`src/rtl/fft_pkg.sv`:
```
`default_nettype none
// ============================================================================
// Module   : fft_pkg
// Purpose  : Shared FFT controller types, defaults and helper functions.
//            The BITREV state exists only when FFT_BITREV_EN is defined.
// Revision : 1.0  initial release
// ============================================================================
package fft_pkg;

    localparam int FFT_AWL_DEF    = 11;
    localparam int FFT_BF_LAT_DEF = 4;

    typedef enum logic [2:0] {
        S_IDLE   = 3'd0,
        S_RUN    = 3'd1,
        S_DRAIN  = 3'd2,
        S_FIN    = 3'd3
`ifdef FFT_BITREV_EN
        ,S_BITREV = 3'd4
`endif
    } fft_state_t;

    function automatic int clog2(input int v);
        int r;
        for (r = 0; (1 << r) < v; r++) begin
        end
        return r;
    endfunction

    // Reverse the low l bits of v; bits above l come back zero.
    function automatic logic [15:0] bitrev(input logic [15:0] v, input logic [3:0] l);
        logic [15:0] r;
        for (int i = 0; i < 16; i++) begin
            r[15-i] = v[i];
        end
        return r >> (5'd16 - {1'b0, l});
    endfunction

endpackage
`default_nettype wire

```
`src/rtl/fft_iter_ctrl_if.sv`:
```
`default_nettype none
// ============================================================================
// Module   : fft_iter_ctrl_if
// Purpose  : Control, RAM-address and twiddle bundle of the FFT controller.
// Revision : 1.0  initial release
// ============================================================================
interface fft_iter_ctrl_if
    import fft_pkg::*;
#(
    parameter int AWL = FFT_AWL_DEF
);
    logic           EN;
    logic           START;
    logic [3:0]     i_LOG2N;
    logic           i_INV;
    logic [AWL-1:0] o_RD_A_ADDR;
    logic [AWL-1:0] o_RD_B_ADDR;
    logic           o_RD_EN;
    logic [AWL-2:0] o_TW_ADDR;
    logic           o_TW_CONJ;
    logic [AWL-1:0] o_WR_A_ADDR;
    logic [AWL-1:0] o_WR_B_ADDR;
    logic           o_WR_EN;
    logic [3:0]     o_STAGE;
    logic           o_RAM_BLOCK;
    logic           o_BUSY;
    logic           o_DONE;
    logic [AWL-1:0] o_BR_ADDR;
    logic           o_BR_VALID;

    modport master (
        output EN, START, i_LOG2N, i_INV,
        input  o_RD_A_ADDR, o_RD_B_ADDR, o_RD_EN, o_TW_ADDR, o_TW_CONJ,
               o_WR_A_ADDR, o_WR_B_ADDR, o_WR_EN, o_STAGE, o_RAM_BLOCK,
               o_BUSY, o_DONE, o_BR_ADDR, o_BR_VALID
    );

    modport slave (
        input  EN, START, i_LOG2N, i_INV,
        output o_RD_A_ADDR, o_RD_B_ADDR, o_RD_EN, o_TW_ADDR, o_TW_CONJ,
               o_WR_A_ADDR, o_WR_B_ADDR, o_WR_EN, o_STAGE, o_RAM_BLOCK,
               o_BUSY, o_DONE, o_BR_ADDR, o_BR_VALID
    );
endinterface
`default_nettype wire

```
`src/rtl/fft_iter_ctrl_addr_delay.sv`:
```
`default_nettype none
// ============================================================================
// Module   : fft_addr_delay
// Purpose  : Enabled shift register aligning write-back {en, A, B} with the
//            butterfly datapath latency.
// Revision : 1.0  initial release
// ============================================================================
module fft_addr_delay #(
    parameter int W     = 23,
    parameter int DEPTH = 4
) (
    input  logic         clk_i,
    input  logic         rst_ni,
    input  logic         en_i,
    input  logic [W-1:0] d_i,
    output logic [W-1:0] q_o
);
    logic [W-1:0] pipe_q [DEPTH];

    always_ff @(posedge clk_i or negedge rst_ni) begin
        if (!rst_ni) begin
            for (int i = 0; i < DEPTH; i++) begin
                pipe_q[i] <= '0;
            end
        end else if (en_i) begin
            pipe_q[0] <= d_i;
            for (int i = 1; i < DEPTH; i++) begin
                pipe_q[i] <= pipe_q[i-1];
            end
        end
    end

    assign q_o = pipe_q[DEPTH-1];
endmodule
`default_nettype wire

```
`src/rtl/fft_iter_ctrl.sv`:
```
`default_nettype none
// ============================================================================
// Module   : fft_iter_ctrl
// Purpose  : Radix-2 in-place FFT address/twiddle sequencer with drain between
//            stages. Define FFT_BITREV_EN to add the bit-reversed readout.
// Revision : 1.0  initial release
// ============================================================================
module fft_iter_ctrl
    import fft_pkg::*;
#(
    parameter int AWL    = FFT_AWL_DEF,
    parameter int BF_LAT = FFT_BF_LAT_DEF
) (
    input  logic           CLK,
    input  logic           RST,
    fft_iter_ctrl_if.slave bus
);
    localparam int c_dw = (clog2(BF_LAT + 1) < 1) ? 1 : clog2(BF_LAT + 1);
    localparam int c_tw = AWL - 1;
    localparam logic [c_dw-1:0] c_dlast = c_dw'(BF_LAT - 1);
    localparam logic [AWL-1:0]  c_one   = AWL'(1);

    fft_state_t      state_q;
    logic [3:0]      l_q, stage_q;
    logic            inv_q, busy_q, done_q, rd_en_q;
    logic [AWL-1:0]  k_q, rd_a_q, rd_b_q;
    logic [c_tw-1:0] tw_q;
    logic [c_dw-1:0] dcnt_q;
    logic [2*AWL:0]  w_wr;

    logic [3:0]      w_l;
    logic [AWL-1:0]  w_half_m1, w_k_nxt, w_h, w_j, w_a, w_b, w_h2;
    logic [c_tw-1:0] w_tw;

    always_comb begin
        w_l = bus.i_LOG2N;
        if (bus.i_LOG2N == 4'd0) begin
            w_l = 4'd1;
        end else if (int'(bus.i_LOG2N) > AWL) begin
            w_l = 4'(AWL);
        end
    end

    // Addresses of the butterfly that follows k_q in the current stage.
    assign w_half_m1 = (c_one << (l_q - 4'd1)) - c_one;
    assign w_k_nxt   = k_q + c_one;
    assign w_h       = c_one << stage_q;
    assign w_j       = w_k_nxt & (w_h - c_one);
    assign w_a       = ((w_k_nxt >> stage_q) << (stage_q + 4'd1)) | w_j;
    assign w_b       = w_a | w_h;
    assign w_tw      = c_tw'(w_j << (4'(AWL - 1) - stage_q));
    assign w_h2      = c_one << (stage_q + 4'd1);

`ifdef FFT_BITREV_EN
    logic [AWL-1:0] n_q, br_addr_q, w_n_nxt, w_nm1, w_br;
    logic           br_valid_q;
    assign w_n_nxt = n_q + c_one;
    assign w_nm1   = (c_one << l_q) - c_one;
    assign w_br    = AWL'(bitrev(16'(w_n_nxt), l_q));
`endif

    always_ff @(posedge CLK or negedge RST) begin
        if (!RST) begin
            state_q <= S_IDLE;
            l_q     <= '0;
            stage_q <= '0;
            inv_q   <= 1'b0;
            busy_q  <= 1'b0;
            done_q  <= 1'b0;
            rd_en_q <= 1'b0;
            k_q     <= '0;
            rd_a_q  <= '0;
            rd_b_q  <= '0;
            tw_q    <= '0;
            dcnt_q  <= '0;
`ifdef FFT_BITREV_EN
            n_q        <= '0;
            br_addr_q  <= '0;
            br_valid_q <= 1'b0;
`endif
        end else if (bus.EN) begin
            case (state_q)
                S_IDLE: begin
                    if (bus.START) begin
                        state_q <= S_RUN;
                        l_q     <= w_l;
                        inv_q   <= bus.i_INV;
                        busy_q  <= 1'b1;
                        stage_q <= '0;
                        k_q     <= '0;
                        rd_en_q <= 1'b1;
                        rd_a_q  <= '0;
                        rd_b_q  <= c_one;
                        tw_q    <= '0;
                    end
                end
                S_RUN: begin
                    if (k_q == w_half_m1) begin
                        state_q <= S_DRAIN;
                        dcnt_q  <= '0;
                        rd_en_q <= 1'b0;
                        rd_a_q  <= '0;
                        rd_b_q  <= '0;
                        tw_q    <= '0;
                    end else begin
                        k_q    <= w_k_nxt;
                        rd_a_q <= w_a;
                        rd_b_q <= w_b;
                        tw_q   <= w_tw;
                    end
                end
                S_DRAIN: begin
                    if (dcnt_q != c_dlast) begin
                        dcnt_q <= dcnt_q + c_dw'(1);
                    end else if (stage_q == l_q - 4'd1) begin
`ifdef FFT_BITREV_EN
                        state_q    <= S_BITREV;
                        n_q        <= '0;
                        br_addr_q  <= '0;
                        br_valid_q <= 1'b1;
`else
                        state_q <= S_FIN;
                        done_q  <= 1'b1;
`endif
                    end else begin
                        state_q <= S_RUN;
                        stage_q <= stage_q + 4'd1;
                        k_q     <= '0;
                        rd_en_q <= 1'b1;
                        rd_a_q  <= '0;
                        rd_b_q  <= w_h2;
                        tw_q    <= '0;
                    end
                end
`ifdef FFT_BITREV_EN
                S_BITREV: begin
                    if (n_q == w_nm1) begin
                        state_q    <= S_FIN;
                        br_valid_q <= 1'b0;
                        br_addr_q  <= '0;
                        done_q     <= 1'b1;
                    end else begin
                        n_q       <= w_n_nxt;
                        br_addr_q <= w_br;
                    end
                end
`endif
                S_FIN: begin
                    state_q <= S_IDLE;
                    done_q  <= 1'b0;
                    busy_q  <= 1'b0;
                end
                default: state_q <= S_IDLE;
            endcase
        end
    end

    fft_addr_delay #(
        .W     (2*AWL + 1),
        .DEPTH (BF_LAT)
    ) u_delay (
        .clk_i  (CLK),
        .rst_ni (RST),
        .en_i   (bus.EN),
        .d_i    ({rd_en_q, rd_a_q, rd_b_q}),
        .q_o    (w_wr)
    );

    assign bus.o_RD_A_ADDR = rd_a_q;
    assign bus.o_RD_B_ADDR = rd_b_q;
    assign bus.o_RD_EN     = rd_en_q;
    assign bus.o_TW_ADDR   = tw_q;
    assign bus.o_TW_CONJ   = inv_q;
    assign bus.o_WR_EN     = w_wr[2*AWL];
    assign bus.o_WR_A_ADDR = w_wr[2*AWL-1:AWL];
    assign bus.o_WR_B_ADDR = w_wr[AWL-1:0];
    assign bus.o_STAGE     = stage_q;
    assign bus.o_RAM_BLOCK = busy_q;
    assign bus.o_BUSY      = busy_q;
    assign bus.o_DONE      = done_q;
`ifdef FFT_BITREV_EN
    assign bus.o_BR_ADDR   = br_addr_q;
    assign bus.o_BR_VALID  = br_valid_q;
`else
    assign bus.o_BR_ADDR   = '0;
    assign bus.o_BR_VALID  = 1'b0;
`endif
endmodule
`default_nettype wire

```
`src/flat_wrapper.sv`:
```
// flat-port wrapper written by rule: the top's interface ports become plain ports
module fft_iter_ctrl_flat import fft_pkg::*;
#(
    parameter int AWL    = FFT_AWL_DEF,
    parameter int BF_LAT = FFT_BF_LAT_DEF
)
  (CLK, RST, bus_EN, bus_START, bus_i_LOG2N, bus_i_INV, bus_o_RD_A_ADDR, bus_o_RD_B_ADDR, bus_o_RD_EN, bus_o_TW_ADDR, bus_o_TW_CONJ, bus_o_WR_A_ADDR, bus_o_WR_B_ADDR, bus_o_WR_EN, bus_o_STAGE, bus_o_RAM_BLOCK, bus_o_BUSY, bus_o_DONE, bus_o_BR_ADDR, bus_o_BR_VALID);
  fft_iter_ctrl_if #(.AWL(AWL)) bus_i ();
  input  logic CLK;
  input  logic RST;
  input wire logic [$bits(bus_i.EN)-1:0] bus_EN;
  input wire logic [$bits(bus_i.START)-1:0] bus_START;
  input wire logic [$bits(bus_i.i_LOG2N)-1:0] bus_i_LOG2N;
  input wire logic [$bits(bus_i.i_INV)-1:0] bus_i_INV;
  output wire logic [$bits(bus_i.o_RD_A_ADDR)-1:0] bus_o_RD_A_ADDR;
  output wire logic [$bits(bus_i.o_RD_B_ADDR)-1:0] bus_o_RD_B_ADDR;
  output wire logic [$bits(bus_i.o_RD_EN)-1:0] bus_o_RD_EN;
  output wire logic [$bits(bus_i.o_TW_ADDR)-1:0] bus_o_TW_ADDR;
  output wire logic [$bits(bus_i.o_TW_CONJ)-1:0] bus_o_TW_CONJ;
  output wire logic [$bits(bus_i.o_WR_A_ADDR)-1:0] bus_o_WR_A_ADDR;
  output wire logic [$bits(bus_i.o_WR_B_ADDR)-1:0] bus_o_WR_B_ADDR;
  output wire logic [$bits(bus_i.o_WR_EN)-1:0] bus_o_WR_EN;
  output wire logic [$bits(bus_i.o_STAGE)-1:0] bus_o_STAGE;
  output wire logic [$bits(bus_i.o_RAM_BLOCK)-1:0] bus_o_RAM_BLOCK;
  output wire logic [$bits(bus_i.o_BUSY)-1:0] bus_o_BUSY;
  output wire logic [$bits(bus_i.o_DONE)-1:0] bus_o_DONE;
  output wire logic [$bits(bus_i.o_BR_ADDR)-1:0] bus_o_BR_ADDR;
  output wire logic [$bits(bus_i.o_BR_VALID)-1:0] bus_o_BR_VALID;
  assign bus_i.EN = bus_EN;
  assign bus_i.START = bus_START;
  assign bus_i.i_LOG2N = bus_i_LOG2N;
  assign bus_i.i_INV = bus_i_INV;
  assign bus_o_RD_A_ADDR = bus_i.o_RD_A_ADDR;
  assign bus_o_RD_B_ADDR = bus_i.o_RD_B_ADDR;
  assign bus_o_RD_EN = bus_i.o_RD_EN;
  assign bus_o_TW_ADDR = bus_i.o_TW_ADDR;
  assign bus_o_TW_CONJ = bus_i.o_TW_CONJ;
  assign bus_o_WR_A_ADDR = bus_i.o_WR_A_ADDR;
  assign bus_o_WR_B_ADDR = bus_i.o_WR_B_ADDR;
  assign bus_o_WR_EN = bus_i.o_WR_EN;
  assign bus_o_STAGE = bus_i.o_STAGE;
  assign bus_o_RAM_BLOCK = bus_i.o_RAM_BLOCK;
  assign bus_o_BUSY = bus_i.o_BUSY;
  assign bus_o_DONE = bus_i.o_DONE;
  assign bus_o_BR_ADDR = bus_i.o_BR_ADDR;
  assign bus_o_BR_VALID = bus_i.o_BR_VALID;
  fft_iter_ctrl #(.AWL(AWL), .BF_LAT(BF_LAT)) u_core (.CLK(CLK), .RST(RST), .bus(bus_i));
endmodule
```
`config.mk`:
```
export PLATFORM = sky130hd
export DESIGN_NAME = fft_iter_ctrl_flat
export DESIGN_NICKNAME = d
export VERILOG_FILES = /design/src/rtl/fft_pkg.sv /design/src/rtl/fft_iter_ctrl_if.sv /design/src/rtl/fft_iter_ctrl_addr_delay.sv /design/src/rtl/fft_iter_ctrl.sv /design/src/flat_wrapper.sv
export SDC_FILE = /design/constraint.sdc
export NUM_CORES = 1
export LEC_CHECK = 0
export BUFFER_PORTS_ARGS = -buffer_cell sky130_fd_sc_hd__buf_2
export CAP_MARGIN = 20
export CORE_ASPECT_RATIO = 0.7
export CORE_UTILIZATION = 30
export CTS_CLUSTER_DIAMETER = 40
export DETAILED_ROUTE_END_ITERATION = 16
export GPL_TIMING_DRIVEN = 1
export PLACE_DENSITY = 0.55
export SYNTH_ARGS = -nofsm -noshare
export SYNTH_HDL_FRONTEND = slang
export SYNTH_SLANG_ARGS = --single-unit
export TNS_END_PERCENT = 20
```
`constraint.sdc`:
```
create_clock -name CLK -period 6.8 [get_ports CLK]
set_input_delay 0 -clock CLK [delete_from_list [all_inputs] [get_ports CLK]]
set_output_delay 0 -clock CLK [all_outputs]
set_load 0.005 [all_outputs]
```
=== After elaboration in Yosys (flattened, before gate mapping) ===
Index checks and enable logic that the tools add are counted.

* Register bits: 153
* Bits of input ports: 9
* Output and inout port bits: 76

* $add $sub $neg: 7
* $lt $le $gt $ge: 1
* Eq/ne operators: 13
* Shifts and indexed selects: 6
* Muxes and demuxes: 40
* Bitwise logic cells: 3
* Reductions and logical operators: 16

{| class="wikitable"
|+ Operators with widths
! kind !! count
|-
| 11-bit 2-to-1 mux || 9
|-
| 11-bit case mux with 3 select lines || 3
|-
| 10-bit 2-to-1 mux || 4
|-
| 1-bit by 4-bit << shifter with 11-bit output (first input constant) || 3
|-
| 10-bit case mux with 3 select lines || 1
|-
| 11-bit bitwise OR || 2
|-
| 11-bit by 1-bit subtractor with 11-bit output (second input constant) || 2
|-
| 4-bit 2-to-1 mux || 5
|-
| 3-bit 2-to-1 mux || 5
|-
| 4-bit AND reduction || 3
|-
| 6-bit AND reduction || 2
|-
| 11-bit by 1-bit adder with 11-bit output (second input constant) || 1
|-
| 11-bit AND || 1
|-
| 11-bit == test || 1
|-
| 11-bit by 4-bit << shifter with 10-bit output || 1
|-
| 11-bit by 4-bit << shifter with 11-bit output || 1
|-
| 11-bit by 4-bit right shift with 11-bit output || 1
|-
| 5-bit AND reduction || 2
|-
| 3-bit case mux with 3 select lines || 1
|-
| 2-bit inequality test (second input constant) || 4
|-
| 4-bit case mux with 2 select lines || 1
|-
| 2-bit nonzero test || 4
|-
| 3-bit by 2-bit == test with 1-bit output (second input constant) || 2
|-
| 1-bit 2-to-1 mux || 6
|-
| other kinds (17) || 21
|}

=== Logic depth before layout (Yosys ltp) ===
Gate-level depths: netlist (run 1).

* Word-level depth: 7
* Depth in mapped cells: 19
* Mapped depth without buffers: 15

=== By module ===
Synthesis (run 1) repeated with hierarchy kept, for this count alone.

* Cell total of the unflattened synthesis: 994
* Area total of the unflattened synthesis: 10123.5 um2

{| class="wikitable"
|+ Modules (own cells, without submodules)
! module !! times used !! cells each !! area an instance (um2)
|-
| fft_iter_ctrl || 1 || 777 || 6135.9
|-
| fft_addr_delay || 1 || 217 || 3987.6
|}

=== Worst setup path after synthesis (run 1) ===
OpenSTA, ideal clock, no wires.

* Path type: reg-to-reg
* From: register u_core.l_q[0]
* To: register u_core.k_q[8]
* Setup time: 124 ps
* Data arrival time: 3615 ps
* Slack: 3061 ps
* Cell stages (with the launch flop): 18
* Path buffers: 3
* Period minus slack after synthesis: 3739 ps
* Path through: dfrtp_1 -> clkbuf_1 -> inv_1 -> ha_1 -> clkbuf_1 -> o41ai_1 -> nand2_1 -> ha_1 -> xnor2_1 -> xnor2_1 -> nand2_1 -> o31a_1 -> nor4_2 -> a31o_1 -> buf_6 -> nor2_4 -> and3_4 -> a211o_1

* Cells in the longest elaborated chain, start to end: 6
* Elaborated cells between the ends (all ways): 8
* Those cells by class: 2 x add/sub; 4 x eq/ne; 1 x shift; 1 x reduce/logical

{| class="wikitable"
|+ RTL lines
! what !! RTL line !! text
|-
| start, declared || fft_iter_ctrl.sv:24 || <nowiki>logic [3:0] l_q, stage_q;</nowiki>
|-
| start signal, assigned || fft_iter_ctrl.sv:86 || <nowiki>l_q <= w_l;</nowiki>
|-
| 4-bit by 1-bit subtractor with 4-bit output * || fft_iter_ctrl.sv:45, fft_iter_ctrl.sv:115 ||
|-
| 1-bit by 4-bit << shifter with 11-bit output || fft_iter_ctrl.sv:45 || <nowiki>assign w_half_m1 = (c_one << (l_q - 4'd1)) - c_one;</nowiki>
|-
| 11-bit by 1-bit subtractor with 11-bit output || fft_iter_ctrl.sv:45 ||
|-
| 11-bit == test || fft_iter_ctrl.sv:98 || <nowiki>if (k_q == w_half_m1) begin</nowiki>
|-
| 2-bit inequality test (no source line) || n/a ||
|-
| 6-bit AND reduction (no source line) * || n/a ||
|-
| end signal, assigned || fft_iter_ctrl.sv:106 || <nowiki>k_q <= w_k_nxt;</nowiki>
|-
| end, declared || fft_iter_ctrl.sv:26 || <nowiki>logic [AWL-1:0] k_q, rd_a_q, rd_b_q;</nowiki>
|}

Mark *: on every way between the ends. The rest lies on a longest branch, timed or not.
A chain may end at the register's enable or synchronous reset.

=== Final worst setup path (run 1) ===
* From: register u_core.l_q[0]
* To: register u_core.rd_b_q[3], in the netlist u_core.bus.o_RD_B_ADDR[3]

* Cells in the longest elaborated chain, start to end: 6
* Elaborated cells between the ends (all ways): 9
* Those cells by class: 2 x add/sub; 3 x eq/ne; 1 x shift; 2 x mux; 1 x reduce/logical

{| class="wikitable"
|+ RTL lines
! what !! RTL line !! text
|-
| 4-bit by 1-bit subtractor with 4-bit output * || fft_iter_ctrl.sv:45, fft_iter_ctrl.sv:115 ||
|-
| 1-bit by 4-bit << shifter with 11-bit output || fft_iter_ctrl.sv:45 ||
|-
| 11-bit by 1-bit subtractor with 11-bit output || fft_iter_ctrl.sv:45 ||
|-
| 11-bit == test || fft_iter_ctrl.sv:98 ||
|-
| 11-bit 2-to-1 mux || fft_iter_ctrl.sv:98 ||
|-
| 11-bit case mux with 3 select lines || fft_iter_ctrl.sv:82 || <nowiki>case (state_q)</nowiki>
|-
| end signal, assigned || fft_iter_ctrl.sv:93 || <nowiki>rd_b_q <= c_one;</nowiki>
|-
| end signal, assigned || fft_iter_ctrl.sv:108 || <nowiki>rd_b_q <= w_b;</nowiki>
|-
| end signal, assigned || fft_iter_ctrl.sv:131 || <nowiki>rd_b_q <= w_h2;</nowiki>
|-
| end, declared || fft_iter_ctrl.sv:26 ||
|}

Marked as above.

==> qor.yml, run 1 <==
status: "finished clean"
n_antenna_cell: 0
worstSkewPairLatency_ps: 440
drv_cap: 0
holdWs_ps: 82.0
cp_data_arrival_time_ps: 5140
p_switching_uw: 1860
overflow: 0
busiest_layer: "met1"
grt_pass1_wl_um: 42500
grt_pass1_vias: 7107
start_util: 0.309
worstMarginPinSlew_ps: 911
wl_per_cell_um: 19.4
io_pins: 85
postSynth.asyncResetShare: 1.00
core_area_um2: 30400
fp.dieW_um: 214
drc_errors: 0
ys_seq_area_frac: 0.404
cts-root-buf: "clkbuf_16"
power_frac_comb: 0.468
dieHeight_um: 150
dr.pass1.iters: 6
cts_tree: "done"
synth_area_per_cell_um2: 9.67
numCtsBuffers: 17
fin_crit_ps: 4870
critPathKind: "flop to flop"
fin_crit_sh: 0.716
cp-start-kind: "flop"
yosysMostFrequentCell: "dfrtp_1"
drive_above_1_share: 0.235
synth_area_leaders: "dfrtp_1 (40%), mux2_2 (12%), nand2_1 (3.4%)"
ir_drop_v: 0.000167
hold_viol: 0
antenna_left: 0
routabilityCongestion: 0.949
p_leak_uw: 0.00458
h-tree-depth: 4
crit_required_ps: 7070
syn_area_um2: 9410
tns_ps: 0
row_count: 53
hp-class: "input port to flop"
power_per_cell_area_nw_per_um2: 422
yosys.cell_types.count: 87
internal_power_uw: 2580
final_cell_area_um2: 10500
fmax_ghz: 0.205
crit_top_cell: "nand2_1"
crit_path_cell_trace: "inv_1 > ha_1 > o41ai_1 > nand2_1 > ha_1 > xnor2_1 > xnor2_1 > nand2_1 > o31a_1 > nor4_2 > a31o_1 > nor2_4 > nand2_1 > o221ai_1"
setup_viol: 0
synthToLayoutAreaGrowth_pct: 11.7
viasPerCell: 5.51
critPathMaxStageDelay_ps: 790
grt_use_met2: 0.228
placed_cell_area_um2: 9820
path_clk_slew_ps: 60
drt-initial-drc-count: 889
maxSlewHeadroom: 0.386
p_sw_frac: 0.418
ys_seq_elements: 152
synth_flop_cell: "dfrtp_1"
grt_use_met1: 0.273
pwr-share-seq: 0.319
antenna_found_initial: 0
final_nets: 1019
cts.sinks: 152
ys_warn_count: 0
crit_path_end_kind: "flop"
synth_top_area_frac: 0.404
grt_usage: 0.175
dp_hpwl_um: 19400
met3_usage: 0.0561
postSynthCellCount: 974
skew_ps: 19.7
yosys.area.top_type: "dfrtp_1"
clkPwrFrac: 0.213
worstPathMaxFanout: 17
place.port_buffers: 72
synth-edff-count: 0
wl_um: 27400
rsz0062_at_grt: "no"
num_vias: 7784
crit_slowest_cell: "o41ai_1"
dieArea_um2: 32100
grt_max_degree: 81
slew_viol_final: 0
synth_common_cells: "dfrtp_1 (152), mux2_2 (100), nand2_1 (86), o21ai_0 (54), nor2_1 (50)"
clockBufferDepth: 2
==> power by group through the flow <==
stage	combinational, uW	sequential, uW	clock (uW)
3_3_place_gp	2040	1420	0
6_report	2080	1410	945
4_1_cts	2050	1420	982
2_1_floorplan	1590	1340	0
5_1_grt	2270	1460	1020
3_5_place_dp	2030	1430	0
==> path summary, 6_finish.rpt <==
| kind | from | endpoint | slack (ps) | cells past startpoint |
|---|---|---|---|---|
| worst min register to register | u_core.bus.o_TW_ADDR[6] | u_core.bus.o_TW_ADDR[6] | 470 | 2 |
| max in group asynchronous | RST | u_core.bus.o_STAGE[0] | 5340 | 4 |
| worst min-delay path | bus_EN | u_core.u_delay.q_o[1] | 80 | 2 |
| min in group asynchronous | RST | u_core.k_q[10] | 140 | 2 |
| worst max-delay path | u_core.l_q[0] | u_core.bus.o_RD_B_ADDR[3] | 1930 | 14 |
| worst max register to register | u_core.l_q[0] | u_core.bus.o_RD_B_ADDR[3] | 1930 | 14 |
==> critical path: cells and delay by family (launching register included) <==
kind	cells	cell delay, ps
simple gates	5	1150
flops	1	530
fa+ha+maj	2	600
xor+xnor	2	400
buf+inv	1	160
compound gates	4	1880
==> per-layer routing <==
layer  share of wire  up-vias
met1            0.50     3904
met5               0        -
met3           0.087       14
li1                -     3563
met2            0.40      303
met4          0.0061        0
==> cell type report <==
type                            instances  area [um2]
Sequential cell                       152        3800
Multi-Input combinational cell        700        4970
Inverter                               26        97.6
Fill cell                            3111       19900
Clock buffer                           21         470
Timing Repair Buffer                   90         537
Tap cell                              412         515
Clock inverter                         11         121
==> through the flow <==
| stage | std cells | worst slack [ps] | utilization | total power, uW |
|---|---|---|---|---|
| 3_5_place_dp | 1371 | 2090 | 0.323 | 3460 |
| 6_report | 1412 | 1930 | 0.346 | 4440 |
| 3_3_place_gp | 1371 | 2140 | 0.323 | 3460 |
| 4_1_cts | 1411 | 2060 | 0.345 | 4450 |
| 5_1_grt | 1412 | 1710 | 0.346 | 4740 |
| 2_1_floorplan | 985 | 3060 | - | 2920 |
==> registers in the layout, summed over array words and instances (netlist names), 2 cells and up <==
name / count
u_core.dcnt_q: 3
u_core.bus.o_RD_A_ADDR: 11
u_core.l_q: 4
u_core.k_q: 11
u_core.state_q: 2
u_core.u_delay.q_o: 23
u_core.bus.o_STAGE: 4
u_core.u_delay.pipe_q: 69
u_core.bus.o_RD_B_ADDR: 11
u_core.bus.o_TW_ADDR: 10
==> cells by family (layout without fill, tap and decap cells) <==
family                     after synthesis  count (layout)  synth area share
AOI/OAI and AO/OA                      259             259             0.191
xor gates and xnor gates                30              30            0.0294
adders and majority gates               23              23            0.0306
buffers and inverters                  133             148            0.0724
DFF                                    152             152             0.404
muxes                                  110             110             0.130
other                                    1              12          0.000398
and+or+nand+nor                        266             266             0.142
==> what timing repair did <==
action	4_1_cts	5_1_grt
gates resized for setup	0	0
hold buffers	8	0
hold endpoints to repair	78	0
setup buffers	0	0
==> cell usage in the layout (no fill, tap or decap), types with 7 or more instances in the layout <==
cell and count:
a211oi_1 12, a21oi_1 38, a22o_1 8, a31oi_1 12, and2_1 7, buf_2 70, buf_4 10, clkbuf_16 17
conb_1 12, dfrtp_1 151, dlygate4sd3_1 8, ha_1 23, inv_1 24, mux2_2 100, mux2i_1 10, nand2_1 86
nand3_1 29, nand4_1 8, nor2_1 50, nor3_1 22, o211ai_1 12, o21a_1 8, o21ai_0 54, o21ai_1 9
o221ai_1 7, o22ai_1 12, o31ai_1 12, or3_1 11, xnor2_1 18, xor2_1 11
(Power assumes the default switching activity.)
==> run 2: changes to the inputs <==
Settings changed: PLACE_DENSITY 0.55 to 0.57.
Clock period 6.8 ns to 4.3 ns, I/O delays scaled along.
==> run 2 against run 1 <==
Against the previous run:
- clock power is 56% higher
- register-to-register slack got worse by 1600 ps
- count of clock-buffer cells in the layout shrank 1
- die area stayed put
- global-route usage is 0.40 points lower
- critical path depth did not move
- worst setup slack lost 1600 ps
- flip-flop and latch count did not move
- via count up 0.32%
- critical endpoint unchanged
- highest routed layer unchanged
==> qor.yml, run 2 (same netlist as run 1, synthesis figures left out) <==
grt_pass1_wl_um: 42400
drt-initial-drc-count: 908
final_nets: 1059
cp-start-kind: "flop"
viasPerCell: 5.38
tns_ps: 0
setup_viol: 0
hp-class: "input port to flop"
ir_drop_v: 0.000273
drt-met1-wl_um: 13300
num_vias: 7809
worstSkewPairLatency_ps: 440
dp_hpwl_um: 19200
synthToLayoutAreaGrowth_pct: 14.9
critPathMaxStageDelay_ps: 520
fin_crit_sh: 0.913
final_cell_mix: "dfrtp_1 (151), mux2_2 (100), nand2_1 (86), buf_2 (70), o21ai_0 (54)"
fin_crit_ps: 3920
h-tree-depth: 4
grt_usage: 0.171
clockBufferDepth: 2
worstMarginPinSlew_ps: 953
dieHeight_um: 150
place.port_buffers: 72
dp.cells: 1413
p_leak_uw: 0.00478
cts_tree: "done"
path_clk_slew_ps: 70
final_cells: 1452
cts.sinks: 152
wl_per_cell_um: 18.2
slew_viol_final: 0
worstPathBufferInverterCount: 1
largest-register: "u_core.u_delay.pipe_q"
power_per_cell_area_nw_per_um2: 665
path_delay_family: "compound AO/OA/AOI/OAI gates"
cts-root-buf: "clkbuf_16"
fmax_ghz: 0.255
layout_commonest_cell: "dfrtp_1"
maxSlewHeadroom: 0.365
route.met3.wl_um: 2200
crit_slowest_cell: "dfrtp_1"
dr.pass1.iters: 5
cts_setup_buffers: 0
dieArea_um2: 32100
fillCellCount: 3076
wl_um: 26400
cp_data_arrival_time_ps: 4230
row_count: 53
p_total_uw: 7190
grt_max_degree: 99
hold_depth: 2
status: "finished clean"
crit_path_end_kind: "flop"
numCtsBuffers: 17
drv_cap: 0
largest_reg_flops: 69
holdWs_ps: 23.4
fp.dieW_um: 214
grt_pass1_vias: 7419
drive_above_1_share: 0.267
overflow: 0
crit_top_cell: "nand2_1"
worstPathMaxFanout: 17
hold_viol: 0
wl_met2_um: 10600
rsz0062_at_grt: "no"
start_util: 0.309
drc_errors: 0
crit_required_ps: 4600
antenna_found_initial: 0
skew_ps: 6.83
antenna_left: 0
n_antenna_cell: 0
critPathKind: "flop to flop"
routabilityCongestion: 0.951
top_layer_used: "met4"
core_area_um2: 30400
reg2reg_depth: 14
crit_cells: 14
crit_path_cell_trace: "inv_1 > ha_1 > o41ai_2 > nand2_1 > ha_1 > xnor2_1 > xnor2_1 > nand2_1 > o31a_1 > nor4_2 > a31o_1 > nor2_4 > nand2_1 > o221ai_1"
io_pins: 85
run 2: cell count changes in the layout (fill, tap and decap cells not counted), moves of 2 or more:
cell,before,now
clkinvlp_4,5,1
buf_4,10,51
clkinv_4,0,3
inv_6,1,3
run 2: report_power, final:
group	internal [uW]	leakage (uW)	total [uW]	switching (uW)
combinational	1470	0.00251	3470	2000
sequential	1880	0.00198	2250	366
clock	850	0.000289	1470	621
total	4200	0.00478	7190	2990
run 2: final cells by class:
class	count	area, um2	area share
timing repair buffer	130	835	0.0772
clock inverter	12	116	0.0108
sequential	152	3800	0.352
inverter	26	97.6	0.00903
tap	412	515	0.0477
clock buffer	20	467	0.0432
multi-input combinational	700	4980	0.460
run 2: timing repair:
item | in CTS | in global routing
hold buffers | 7 | 0
setup endpoints to repair | 0 | 21
gates resized for setup | 0 | 1
hold endpoints to repair | 102 | 0
run 2: per-stage QoR:
step	setup slack [ps]	instance area [um2]	utilization
after global placement	419	10200	0.334
after CTS	252	10800	0.355
final	376	10800	0.355
after global routing	4.72	10800	0.355
after floorplan	561	9460	-
after detailed placement	298	10200	0.334
run 2: worst paths after layout:
check,endpoint,slack (ps),start
hold / removal,u_core.bus.o_DONE,20,bus_EN
min in group asynchronous,u_core.bus.o_TW_ADDR[6],180,RST
hold reg to reg,u_core.bus.o_TW_ADDR[2],480,u_core.bus.o_TW_ADDR[2]
setup / recovery,u_core.bus.o_RD_B_ADDR[3],380,u_core.l_q[0]
max in group asynchronous,u_core.u_delay.pipe_q[36],3120,RST
setup reg to reg,u_core.bus.o_RD_B_ADDR[3],380,u_core.l_q[0]
run 2: layer usage:
metal  up-vias  track usage
met1      3802        0.259
met3        31       0.0471
met5         -            0
met4         0       0.0550
met2       325        0.229
li1       3651            -
